### config.mk
export PLATFORM = sky130hd
export DESIGN_NAME = frame_addr_gen_flat
export DESIGN_NICKNAME = d
export VERILOG_FILES = /design/src/rtl/frame_addr_pkg.sv /design/src/rtl/frame_addr_if.sv /design/src/rtl/frame_addr_gen_bank_ctrl.sv /design/src/rtl/frame_addr_gen.sv /design/src/flat_wrapper.sv
export SDC_FILE = /design/constraint.sdc
export NUM_CORES = 1
export LEC_CHECK = 0
export ABC_CLOCK_PERIOD_IN_PS = 8500
export CAP_MARGIN = 25
export CORE_MARGIN = 3
export CORE_UTILIZATION = 40
export CTS_CLUSTER_DIAMETER = 150
export DETAILED_ROUTE_END_ITERATION = 8
export DONT_BUFFER_PORTS = 1
export PLACE_DENSITY = 0.62
export SYNTH_ARGS = -nofsm -noshare
export SYNTH_HDL_FRONTEND = slang
export SYNTH_HIERARCHICAL = 1
export SYNTH_SLANG_ARGS = --single-unit
### constraint.sdc
create_clock -name CLK25 -period 8.5 [get_ports CLK25]
set_input_delay 2.55 -clock CLK25 [delete_from_list [all_inputs] [get_ports CLK25]]
set_output_delay 2.55 -clock CLK25 [all_outputs]
set_load 0.005 [all_outputs]
### src/rtl/frame_addr_pkg.sv
// Shared types and defaults for the frame-buffer read address generator.
// Imported by the interface, bank controller and top level.
package frame_addr_pkg;

  typedef enum logic [1:0] {
    WAIT_VS = 2'd0,
    RUN     = 2'd1,
    DONE    = 2'd2
  } state_t;

  localparam int DEF_H_ACT  = 320;
  localparam int DEF_V_ACT  = 240;
  localparam int DEF_BANKS  = 2;
  localparam int DEF_ADDR_W = 18;

  localparam logic MODE_1X = 1'b0;
  localparam logic MODE_2X = 1'b1;

  function automatic int bank_w(input int n);
    return (n > 1) ? $clog2(n) : 1;
  endfunction

endpackage

### src/rtl/frame_addr_if.sv
// Timing-side strobes in, RAM read address and status out.
// master = timing generator side, slave = address generator.
interface frame_addr_if
  import frame_addr_pkg::*;
#(
  parameter int ADDR_W = DEF_ADDR_W,
  parameter int BANK_W = 1
);

  logic              enable;
  logic              vsync;
  logic              scale_2x;
  logic              swap_req;
  logic [ADDR_W-1:0] address;
  logic              addr_valid;
  logic              frame_done;
  logic [BANK_W-1:0] active_bank;
  logic              swap_ack;

  modport master (
    output enable, vsync, scale_2x, swap_req,
    input  address, addr_valid, frame_done,
    input  active_bank, swap_ack
  );

  modport slave (
    input  enable, vsync, scale_2x, swap_req,
    output address, addr_valid, frame_done,
    output active_bank, swap_ack
  );

endinterface

### src/rtl/frame_addr_gen_bank_ctrl.sv
// Vsync edge detect and double-buffer bank swap handshake.
// Bank base is stepped by one frame size; no multiplier.
module fb_bank_ctrl
  import frame_addr_pkg::*;
#(
  parameter int NUM_BANKS = DEF_BANKS,
  parameter int FRAME_SZ  = DEF_H_ACT * DEF_V_ACT,
  parameter int ADDR_W    = DEF_ADDR_W,
  parameter int BANK_W    = 1
) (
  input  logic              clk,
  input  logic              rst_n,
  input  logic              vsync,
  input  logic              swap_req,
  output logic              vs_fall,
  output logic              swap_ack,
  output logic [BANK_W-1:0] bank,
  output logic [ADDR_W-1:0] base_nxt
);

  localparam bit MULTI = NUM_BANKS > 1;
  localparam logic [BANK_W-1:0] LAST_BANK =
    BANK_W'(NUM_BANKS - 1);
  localparam logic [ADDR_W-1:0] STEP = ADDR_W'(FRAME_SZ);

  logic              vsync_d;
  logic              pending;
  logic              do_swap;
  logic [ADDR_W-1:0] base;

  assign vs_fall = vsync_d & ~vsync;
  assign do_swap = MULTI && vs_fall
                   && (pending || swap_req);

  // Next base is exported so loads in the swap cycle
  // already see the new bank.
  always_comb begin
    base_nxt = base;
    if (do_swap) begin
      base_nxt = (bank == LAST_BANK) ? '0 : base + STEP;
    end
  end

  always_ff @(posedge clk) begin
    if (!rst_n) begin
      vsync_d  <= 1'b0;
      pending  <= 1'b0;
      swap_ack <= 1'b0;
      bank     <= '0;
      base     <= '0;
    end else begin
      vsync_d  <= vsync;
      swap_ack <= do_swap;
      base     <= base_nxt;
      if (do_swap) begin
        bank    <= (bank == LAST_BANK) ? '0 : bank + 1'b1;
        pending <= 1'b0;
      end else if (MULTI && swap_req) begin
        pending <= 1'b1;
      end
    end
  end

endmodule

### src/rtl/frame_addr_gen.sv
// Frame-buffer read address generator with 2x replication
// and vsync-aligned bank switching.
module frame_addr_gen
  import frame_addr_pkg::*;
#(
  parameter int H_ACT     = DEF_H_ACT,
  parameter int V_ACT     = DEF_V_ACT,
  parameter int NUM_BANKS = DEF_BANKS,
  parameter int ADDR_W    = DEF_ADDR_W
) (
  input  logic          CLK25,
  input  logic          rst_n,
  frame_addr_if.slave   bus
);

  localparam int BANK_W   = bank_w(NUM_BANKS);
  localparam int FRAME_SZ = H_ACT * V_ACT;
  localparam int XW = (H_ACT > 1) ? $clog2(H_ACT) : 1;
  localparam int YW = (V_ACT > 1) ? $clog2(V_ACT) : 1;

  if (longint'(NUM_BANKS) * H_ACT * V_ACT
      > (longint'(1) << ADDR_W)) begin : g_size_chk
    $error("frame_addr_gen: ADDR_W too small");
  end

  state_t            state;
  state_t            state_n;
  logic              mode;
  logic [XW-1:0]     x;
  logic [XW-1:0]     x_n;
  logic [YW-1:0]     y;
  logic [YW-1:0]     y_n;
  logic              x_sub;
  logic              x_sub_n;
  logic              y_sub;
  logic              y_sub_n;
  logic [ADDR_W-1:0] line_base;
  logic [ADDR_W-1:0] line_base_n;
  logic [ADDR_W-1:0] base_nxt;
  logic [ADDR_W-1:0] address;
  logic              frame_done;
  logic              vs_fall;
  logic              swap_ack;
  logic [BANK_W-1:0] bank;

  logic consume;
  logic x_end;
  logic y_end;
  logic step_x;
  logic line_end;
  logic adv_line;
  logic last;

  fb_bank_ctrl #(
    .NUM_BANKS (NUM_BANKS),
    .FRAME_SZ  (FRAME_SZ),
    .ADDR_W    (ADDR_W),
    .BANK_W    (BANK_W)
  ) u_bank (
    .clk      (CLK25),
    .rst_n    (rst_n),
    .vsync    (bus.vsync),
    .swap_req (bus.swap_req),
    .vs_fall  (vs_fall),
    .swap_ack (swap_ack),
    .bank     (bank),
    .base_nxt (base_nxt)
  );

  assign bus.address     = address;
  assign bus.addr_valid  = (state == RUN);
  assign bus.frame_done  = frame_done;
  assign bus.active_bank = bank;
  assign bus.swap_ack    = swap_ack;

  // In 2x, x moves on odd sub-pixels; a line is replayed
  // once before the line base steps.
  always_comb begin
    consume  = (state == RUN) && bus.vsync && bus.enable;
    x_end    = (x == XW'(H_ACT - 1));
    y_end    = (y == YW'(V_ACT - 1));
    step_x   = (mode == MODE_1X) || x_sub;
    line_end = x_end && step_x;
    adv_line = line_end && ((mode == MODE_1X) || y_sub);
    last     = consume && adv_line && y_end;

    x_n = x;
    if (step_x) begin
      x_n = x_end ? '0 : x + 1'b1;
    end
    x_sub_n = (mode == MODE_2X) && !x_sub;
    y_sub_n = y_sub;
    if (line_end && (mode == MODE_2X)) begin
      y_sub_n = !y_sub;
    end
    y_n         = adv_line ? y + 1'b1 : y;
    line_base_n = line_base;
    if (adv_line) begin
      line_base_n = line_base + ADDR_W'(H_ACT);
    end
  end

  always_comb begin
    state_n = state;
    unique case (state)
      WAIT_VS: if (bus.vsync) state_n = RUN;
      RUN:     if (last) state_n = DONE;
      DONE:    state_n = DONE;
      default: state_n = WAIT_VS;
    endcase
    if (!bus.vsync) begin
      state_n = WAIT_VS;
    end
  end

  always_ff @(posedge CLK25) begin
    if (!rst_n) begin
      state <= WAIT_VS;
    end else begin
      state <= state_n;
    end
  end

  always_ff @(posedge CLK25) begin
    if (!rst_n) begin
      mode       <= MODE_1X;
      x          <= '0;
      y          <= '0;
      x_sub      <= 1'b0;
      y_sub      <= 1'b0;
      line_base  <= '0;
      address    <= '0;
      frame_done <= 1'b0;
    end else begin
      frame_done <= last;
      if (vs_fall) begin
        mode <= bus.scale_2x;
      end
      unique case (1'b1)
        (!bus.vsync || state == WAIT_VS): begin
          x         <= '0;
          y         <= '0;
          x_sub     <= 1'b0;
          y_sub     <= 1'b0;
          line_base <= '0;
          address   <= base_nxt;
        end
        (consume && !last): begin
          x         <= x_n;
          y         <= y_n;
          x_sub     <= x_sub_n;
          y_sub     <= y_sub_n;
          line_base <= line_base_n;
          address   <= base_nxt + line_base_n
                       + ADDR_W'(x_n);
        end
        default: ;
      endcase
    end
  end

endmodule

### src/flat_wrapper.sv
// flat-port wrapper written by rule: the top's interface ports become plain ports
module frame_addr_gen_flat import frame_addr_pkg::*;
#(
  parameter int H_ACT     = DEF_H_ACT,
  parameter int V_ACT     = DEF_V_ACT,
  parameter int NUM_BANKS = DEF_BANKS,
  parameter int ADDR_W    = DEF_ADDR_W
)
  (CLK25, rst_n, bus_enable, bus_vsync, bus_scale_2x, bus_swap_req, bus_address, bus_addr_valid, bus_frame_done, bus_active_bank, bus_swap_ack);
  frame_addr_if #(.ADDR_W(ADDR_W), .BANK_W(1)) bus_i ();
  input  logic CLK25;
  input  logic rst_n;
  input wire logic [$bits(bus_i.enable)-1:0] bus_enable;
  input wire logic [$bits(bus_i.vsync)-1:0] bus_vsync;
  input wire logic [$bits(bus_i.scale_2x)-1:0] bus_scale_2x;
  input wire logic [$bits(bus_i.swap_req)-1:0] bus_swap_req;
  output wire logic [$bits(bus_i.address)-1:0] bus_address;
  output wire logic [$bits(bus_i.addr_valid)-1:0] bus_addr_valid;
  output wire logic [$bits(bus_i.frame_done)-1:0] bus_frame_done;
  output wire logic [$bits(bus_i.active_bank)-1:0] bus_active_bank;
  output wire logic [$bits(bus_i.swap_ack)-1:0] bus_swap_ack;
  assign bus_i.enable = bus_enable;
  assign bus_i.vsync = bus_vsync;
  assign bus_i.scale_2x = bus_scale_2x;
  assign bus_i.swap_req = bus_swap_req;
  assign bus_address = bus_i.address;
  assign bus_addr_valid = bus_i.addr_valid;
  assign bus_frame_done = bus_i.frame_done;
  assign bus_active_bank = bus_i.active_bank;
  assign bus_swap_ack = bus_i.swap_ack;
  frame_addr_gen #(.H_ACT(H_ACT), .V_ACT(V_ACT), .NUM_BANKS(NUM_BANKS), .ADDR_W(ADDR_W)) u_core (.CLK25(CLK25), .rst_n(rst_n), .bus(bus_i));
endmodule
* Yosys cells after proc, flatten, opt, wreduce, memory -nomap -nowiden
Cells that the tools add are included.
Storage, ports and cells: flip-flop bits (word level) 81, bits of input ports 6, output and inout bits 22, word-level logic and storage cells 72
Cells by class: add/subtract/negate cells 7, eq/ne operators 7, muxes and demuxes 16, bitwise logic cells 4, reduce and logical (&&, ||, !) cells 24
Operator list (count):
- 18-bit case mux with 2 select lines | 2
- 18-bit 2-to-1 mux | 3
- 18-bit by 17-bit adder with 18-bit output, second input constant | 1
- 18-bit adder | 1
- 18-bit by 9-bit adder with 18-bit output | 1
- 18-bit by 9-bit adder with 18-bit output, second input constant | 1
- 9-bit 2-to-1 mux | 2
- 9-bit case mux with 2 select lines | 1
- 8-bit case mux with 2 select lines | 1
- 1-bit logical AND | 10
- 9-bit by 1-bit adder with 9-bit output, second input constant | 1
- 9-bit == test, second input constant | 1
- 8-bit by 1-bit adder with 8-bit output, second input constant | 1
- 8-bit == test, second input constant | 1
- 8-bit 2-to-1 mux | 1
- 2-bit by 1-bit != test with 1-bit output, second input constant | 3
- 2-bit case mux with 3 select lines | 1
- 2-bit AND reduction | 3
- 1-bit logical NOT | 4
- 1-bit logical OR | 4
- 1-bit case mux with 2 select lines | 2
- 1-bit NOT | 3
- 2-bit by 1-bit == test with 1-bit output, second input constant | 1
- 2-bit == test, second input constant | 1
- other kinds (7) | 8

* Depth between registers and ports, before layout
depth after elaboration 10, depth in mapped cells 15, mapped depth without buffers 14

* By module
The synthesis kept the hierarchy.
By module, submodules not included:
- frame_addr_gen | instances 1, cells an instance 496, area each 4000.1 um^2, sequential area each 1061.0 um^2
- fb_bank_ctrl | instances 1, cells an instance 113, area each 1003.5 um^2, sequential area each 440.4 um^2

* Worst setup path before layout
No wires, ideal clock.
path kind input-to-reg, start input bus_vsync, end register u_core.address[15] (netlist: u_core/bus.address[15]), library setup time 0.103 ns, arrival 5.681 ns, required time 8.397 ns, setup slack 2.715 ns, cell stages on the path 15, path buffers 2, cell sequence nand2b_4 > buf_6 > nor2_1 > nand2_1 > clkbuf_1 > and2_1 > ha_1 > ha_1 > fa_1 > a211oi_1 > o21ai_1 > a221oi_1 > o21bai_1 > and3_1 > a2111oi_2
On the way: longest elaborated chain between the ends 7, elaborated cells on any way between the ends 16, those cells by class add/sub (2); mux (2); bitwise (2); reduce/logical (10)
Ends and longest elaborated chain:
- start, declared | line flat_wrapper.sv:14 | input wire logic [$bits(bus_i.vsync)-1:0] bus_vsync;
- 1-bit NOT | line frame_addr_gen_bank_ctrl.sv:31 | assign vs_fall = vsync_d & ~vsync;
- 1-bit AND | line frame_addr_gen_bank_ctrl.sv:31
- 1-bit logical AND | line frame_addr_gen_bank_ctrl.sv:33 | && (pending || swap_req);
- 18-bit 2-to-1 mux | line frame_addr_gen_bank_ctrl.sv:39 | if (do_swap) begin
- named net u_core.base_nxt[1] | line frame_addr_gen.sv:39 | logic [ADDR_W-1:0] base_nxt;
- 18-bit adder | line frame_addr_gen.sv:154 | address <= base_nxt + line_base_n
- 18-bit by 9-bit adder with 18-bit output | line frame_addr_gen.sv:155 | + ADDR_W'(x_n);
- 18-bit case mux with 2 select lines | line frame_addr_gen.sv:139 | unique case (1'b1)
- end signal, assigned | line frame_addr_gen.sv:146 | address <= base_nxt;
- end signal, assigned | line frame_addr_gen.sv:154
- end, declared | line frame_addr_gen.sv:40 | logic [ADDR_W-1:0] address;
The timed path passes the listed nets, and every way through them passes these cells. A chain may end at the register's enable or synchronous reset.

* Worst setup path after layout
Ends and elaborated chain as after synthesis.

==> results by group <==
Status
  – Result of the run: completed

Clocking
  – Sink count of the clock tree: 75
  – Root buffer selected by CTS: sky130_fd_sc_hd__clkbuf_16
  – H-tree levels: 3
  – CTS clk-pin slew, worst paths: around 0.060 ns
  – Count of cells resized by post-cts repair: 0
  – TritonCTS clock tree: done
  – Hold_buf cts: 0
  – Clock insertion delay at the later pin of the skew report: between 0.3 and 0.4 ns
  – Buffers from clock root to sink, at most: 2
  – Post CTS Setup Buffer Count: 0
  – Total clock buffers created by CTS: 9

Floorplan
  – Starting utilization of the core area: 41.31%
  – IO Pins: 28
  – Die area: around 14000 um2
  – Die boundary height: 117.8 um
  – Standard cell core area: about 12000 um2
  – Cell row count: 40
  – Horiz. Die Dim: between 100 and 150 um

Min path
  – HP Start: u_core/y_sub$_SDFFE_PN0P_
  – Hold Path End: u_core/y_sub$_SDFFE_PN0P_
  – Class of the most critical hold timing path: register to register
  – Cells on Worst Hold Path: 1

Setup path
  – Gate family responsible for the most delay along the worst path: compound AO/OA/AOI/OAI gates
  – Cell-by-cell trace of the critical path: nand2b_4, nor2_1, nand2_1, and2_1, ha_1, ha_1, fa_1, a211oi_1, o21ai_1, a221oi_1, o21bai_1, and3_1, a2111oi_2
  – Slowest cell on crit path: sky130_fd_sc_hd__a221oi_1
  – Reg2reg setup slack: 4.12 ns
  – Cells on worst reg2reg path: 14
  – Most frequent cell on the critical path: sky130_fd_sc_hd__ha_1
  – Worst Setup Start Kind: primary input
  – Worst path arrival time: between 6 and 7 ns
  – Critical setup path kind: primary input to register
  – Kind of end point of the critical path: register
  – Largest stage delay on the critical path: about 0.48 ns
  – Required time of the worst setup path: between 8 and 9 ns
  – Terminus of the critical flop-to-flop path: u_core/bus.address[15]$_SDFFE_PN0P_
  – Buffers plus inverters on the worst setup path: 0
  – Reg-to-reg startpoint: u_core/x[0]$_SDFFE_PN0P_
  – Crit Path Max Fanout: 20

Power
  – Reported leakage power: approximately 0.0022 uW
  – Post-route total power: a little under 900 uW
  – VDD IR max: 0.00007858 V
  – Total power divided by cell area: 160.9 nW/um2

Placed design
  – Input/output buffers: 0
  – Area of placed instances: 5109 um2
  – Weighted congestion at the end of routability-driven global placement: between 0.8 and 0.9
  – DPL Wire Length: 8973 um

Yosys
  – Net Count, Synth: roughly 660
  – Avg Cell Area, Syn: between 8 and 9 um2
  – Post-synth EDFFs: 0
  – Number of storage elements in the synthesis netlist: between 70 and 80
  – Post-synthesis instance area: approximately 5000 um2
  – Number of cells produced by synthesis: about 610
  – Share of async-settable or async-resettable flops after synthesis: 0%
  – Most common flop cell mapped by yosys: sky130_fd_sc_hd__dfxtp_1
  – Synth warn: 6
  – Proportion of synthesized chip area in sequential cells: ~30%
  – Distinct cell type count after synthesis: a little over 70

Routing
  – Initial DRC count: between 300 and 400
  – DRT antenna net count: 0
  – Detailed-routing iteration count for the pre-antenna-repair pass: 7
  – Final wirelength: about 13000 um
  – Via density: between 5 and 6
  – Number of vias after detailed routing: between 4000 and 5000
  – DRC violation count after routing: 0
  – Average detailed-routed wire length per instance: ~16 um

Timing
  – Worst Hold Slack: roughly 0.47 ns
  – Final hold violations: 0
  – Number of setup violations in the final report: 0
  – Maximum frequency from static timing analysis: roughly 160 MHz
  – Share of the cycle needed by the critical path after routing: between 70% and 80%
  – RSZ-0062 raised after global routing: no
  – Crit path time final: slightly above 6 ns
  – Worst setup skew after layout: about 0.0057 ns
  – Actual slew at the worst max-slew pin: about 0.94 ns
  – Total Negative Setup Slacks: 0 ns
  – Worst slew margin relative to its limit: ~37%
  – Slew Limit Fails: 0

Finish
  – Nets: roughly 650
  – Leading cell types in the layout, fill and taps excluded: sky130_fd_sc_hd__nand2_1, sky130_fd_sc_hd__dfxtp_1, sky130_fd_sc_hd__nor2_1, sky130_fd_sc_hd__ha_1, sky130_fd_sc_hd__a21oi_1
  – Most frequent standard cell in the layout excluding fill and tap cells: sky130_fd_sc_hd__nand2_1
  – Core Util, Final: 45.17%
  – Share of cells above drive strength 1: between 6 and 7%
  – Antenna Diode Count: 0
  – Design Area, Final: around 5500 um2
  – Area delta synth->final: 9.327%

Global route
  – First-pass GRT wire length: about 21000 um
  – Largest net degree at the start of global routing: 47
  – Antenna violations before repair: 0
  – Overflow left after global routing: 0
  – Number of global-route vias before repair: ~4200
  – Overall Global Routing Usage: between 15 and 20%

Job
  – Max-cap violation count: 0
-- area by class of cell --
type	count	area, um2
flip-flops and latches	75	1501
multi-input cells	492	3322
clock buffers	12	266.5
inverters	12	45.04
well taps	168	210.2
clock inverters	4	95.09
repair buffers	4	30.03
fillers	1211	6641
-- worst max-delay path by stage --
stage                            start                                   to  cells past startpoint
final                        bus_vsync  u_core/bus.address[15]$_SDFFE_PN0P_                     13
after global routing      bus_swap_req  u_core/bus.address[15]$_SDFFE_PN0P_                     13
after CTS                    bus_vsync  u_core/bus.address[15]$_SDFFE_PN0P_                     13
after detailed placement     bus_vsync  u_core/bus.address[15]$_SDFFE_PN0P_                     13
after global placement       bus_vsync  u_core/bus.address[15]$_SDFFE_PN0P_                     13
after floorplan              bus_vsync  u_core/bus.address[15]$_SDFFE_PN0P_                     15
-- layer usage --
metal | vias up | GRT usage (%) | part of all wire, %
met5 | - | 0 | 0
met2 | 115 | 29.21 | 46
met1 | 2060 | 24.17 | 47
met3 | 19 | 3.844 | 5.2
li1 | 2182 | - | -
met4 | 0 | 8.059 | 2.1
-- flip-flops by register name, summed over array words and instances (netlist names) --
register	flops
u_core/mode	1
u_core/x_sub	1
u_core/bus.address	18
u_core/u_bank/swap_ack	1
u_core/y_sub	1
u_core/u_bank/base	18
u_core/u_bank/vsync_d	1
u_core/bus.frame_done	1
u_core/y	8
u_core/line_base	12
u_core/x	9
u_core/u_bank/pending	1
u_core/u_bank/bank	1
u_core/state	2
-- synth_stat cells, drive strengths merged (2+ instances only) --
cell | instances | area, um2
fa | 4 | 80.08
a21oi | 38 | 190.2
o211ai | 5 | 37.54
xor2 | 5 | 43.79
buf | 11 | 66.31
nor3 | 23 | 125.1
a221o | 2 | 20.02
nor4b | 5 | 43.79
and4 | 2 | 17.52
a311oi | 12 | 105.1
dfxtp | 75 | 1501
nand2 | 79 | 296.5
or3 | 4 | 25.02
o311ai | 4 | 42.55
inv | 12 | 45.05
nand3 | 27 | 145.1
nor2b | 8 | 50.05
or4 | 7 | 56.30
clkbuf | 19 | 71.32
o21bai | 3 | 22.52
or3b | 2 | 17.52
nor3b | 3 | 27.52
nand2b | 5 | 38.78
a211oi | 6 | 45.04
a2111oi | 2 | 23.77
nor4 | 4 | 25.02
o21ai | 29 | 145.1
nand4 | 10 | 77.57
a31oi | 3 | 18.77
xnor2 | 28 | 245.2
a21boi | 7 | 52.55
nor2 | 43 | 161.4
and2 | 21 | 136.4
mux2 | 2 | 22.52
a21o | 8 | 60.06
o211a | 4 | 40.04
ha | 43 | 538.0
and3 | 17 | 106.4
o21a | 7 | 52.55
mux2i | 6 | 60.06
-- kinds of logic (layout without fill, tap and decap cells) --
kind of cell	Yosys count	in the layout	synth area share (%)
AO/OA/AOI/OAI	142	142	19.26
XOR/XNOR	33	33	5.777
adder cells (fa/ha/maj)	47	47	12.35
buffers and inverters	42	32	3.651
flip-flops	75	75	30.01
multiplexers	8	8	1.650
AND/OR/NAND/NOR	262	262	27.31
-- power by group --
group          switching [uW]  leakage (uW)  total (uW)  internal, uW
clock                     148      0.000179         459           310
sequential               6.91      0.000606         365           358
combinational            37.7       0.00145        56.8          19.1
total                     193       0.00223         880           687
-- stage by stage --
| stage | setup WS [ns] | cells |
|---|---|---|
| after global placement | 2.212 | 751 |
| after global routing | 1.989 | 767 |
| after detailed placement | 2.098 | 751 |
| final | 2.357 | 767 |
| after CTS | 2.399 | 767 |
| after floorplan | 2.715 | 609 |
Note: power is estimated with default switching activity, not from simulation.
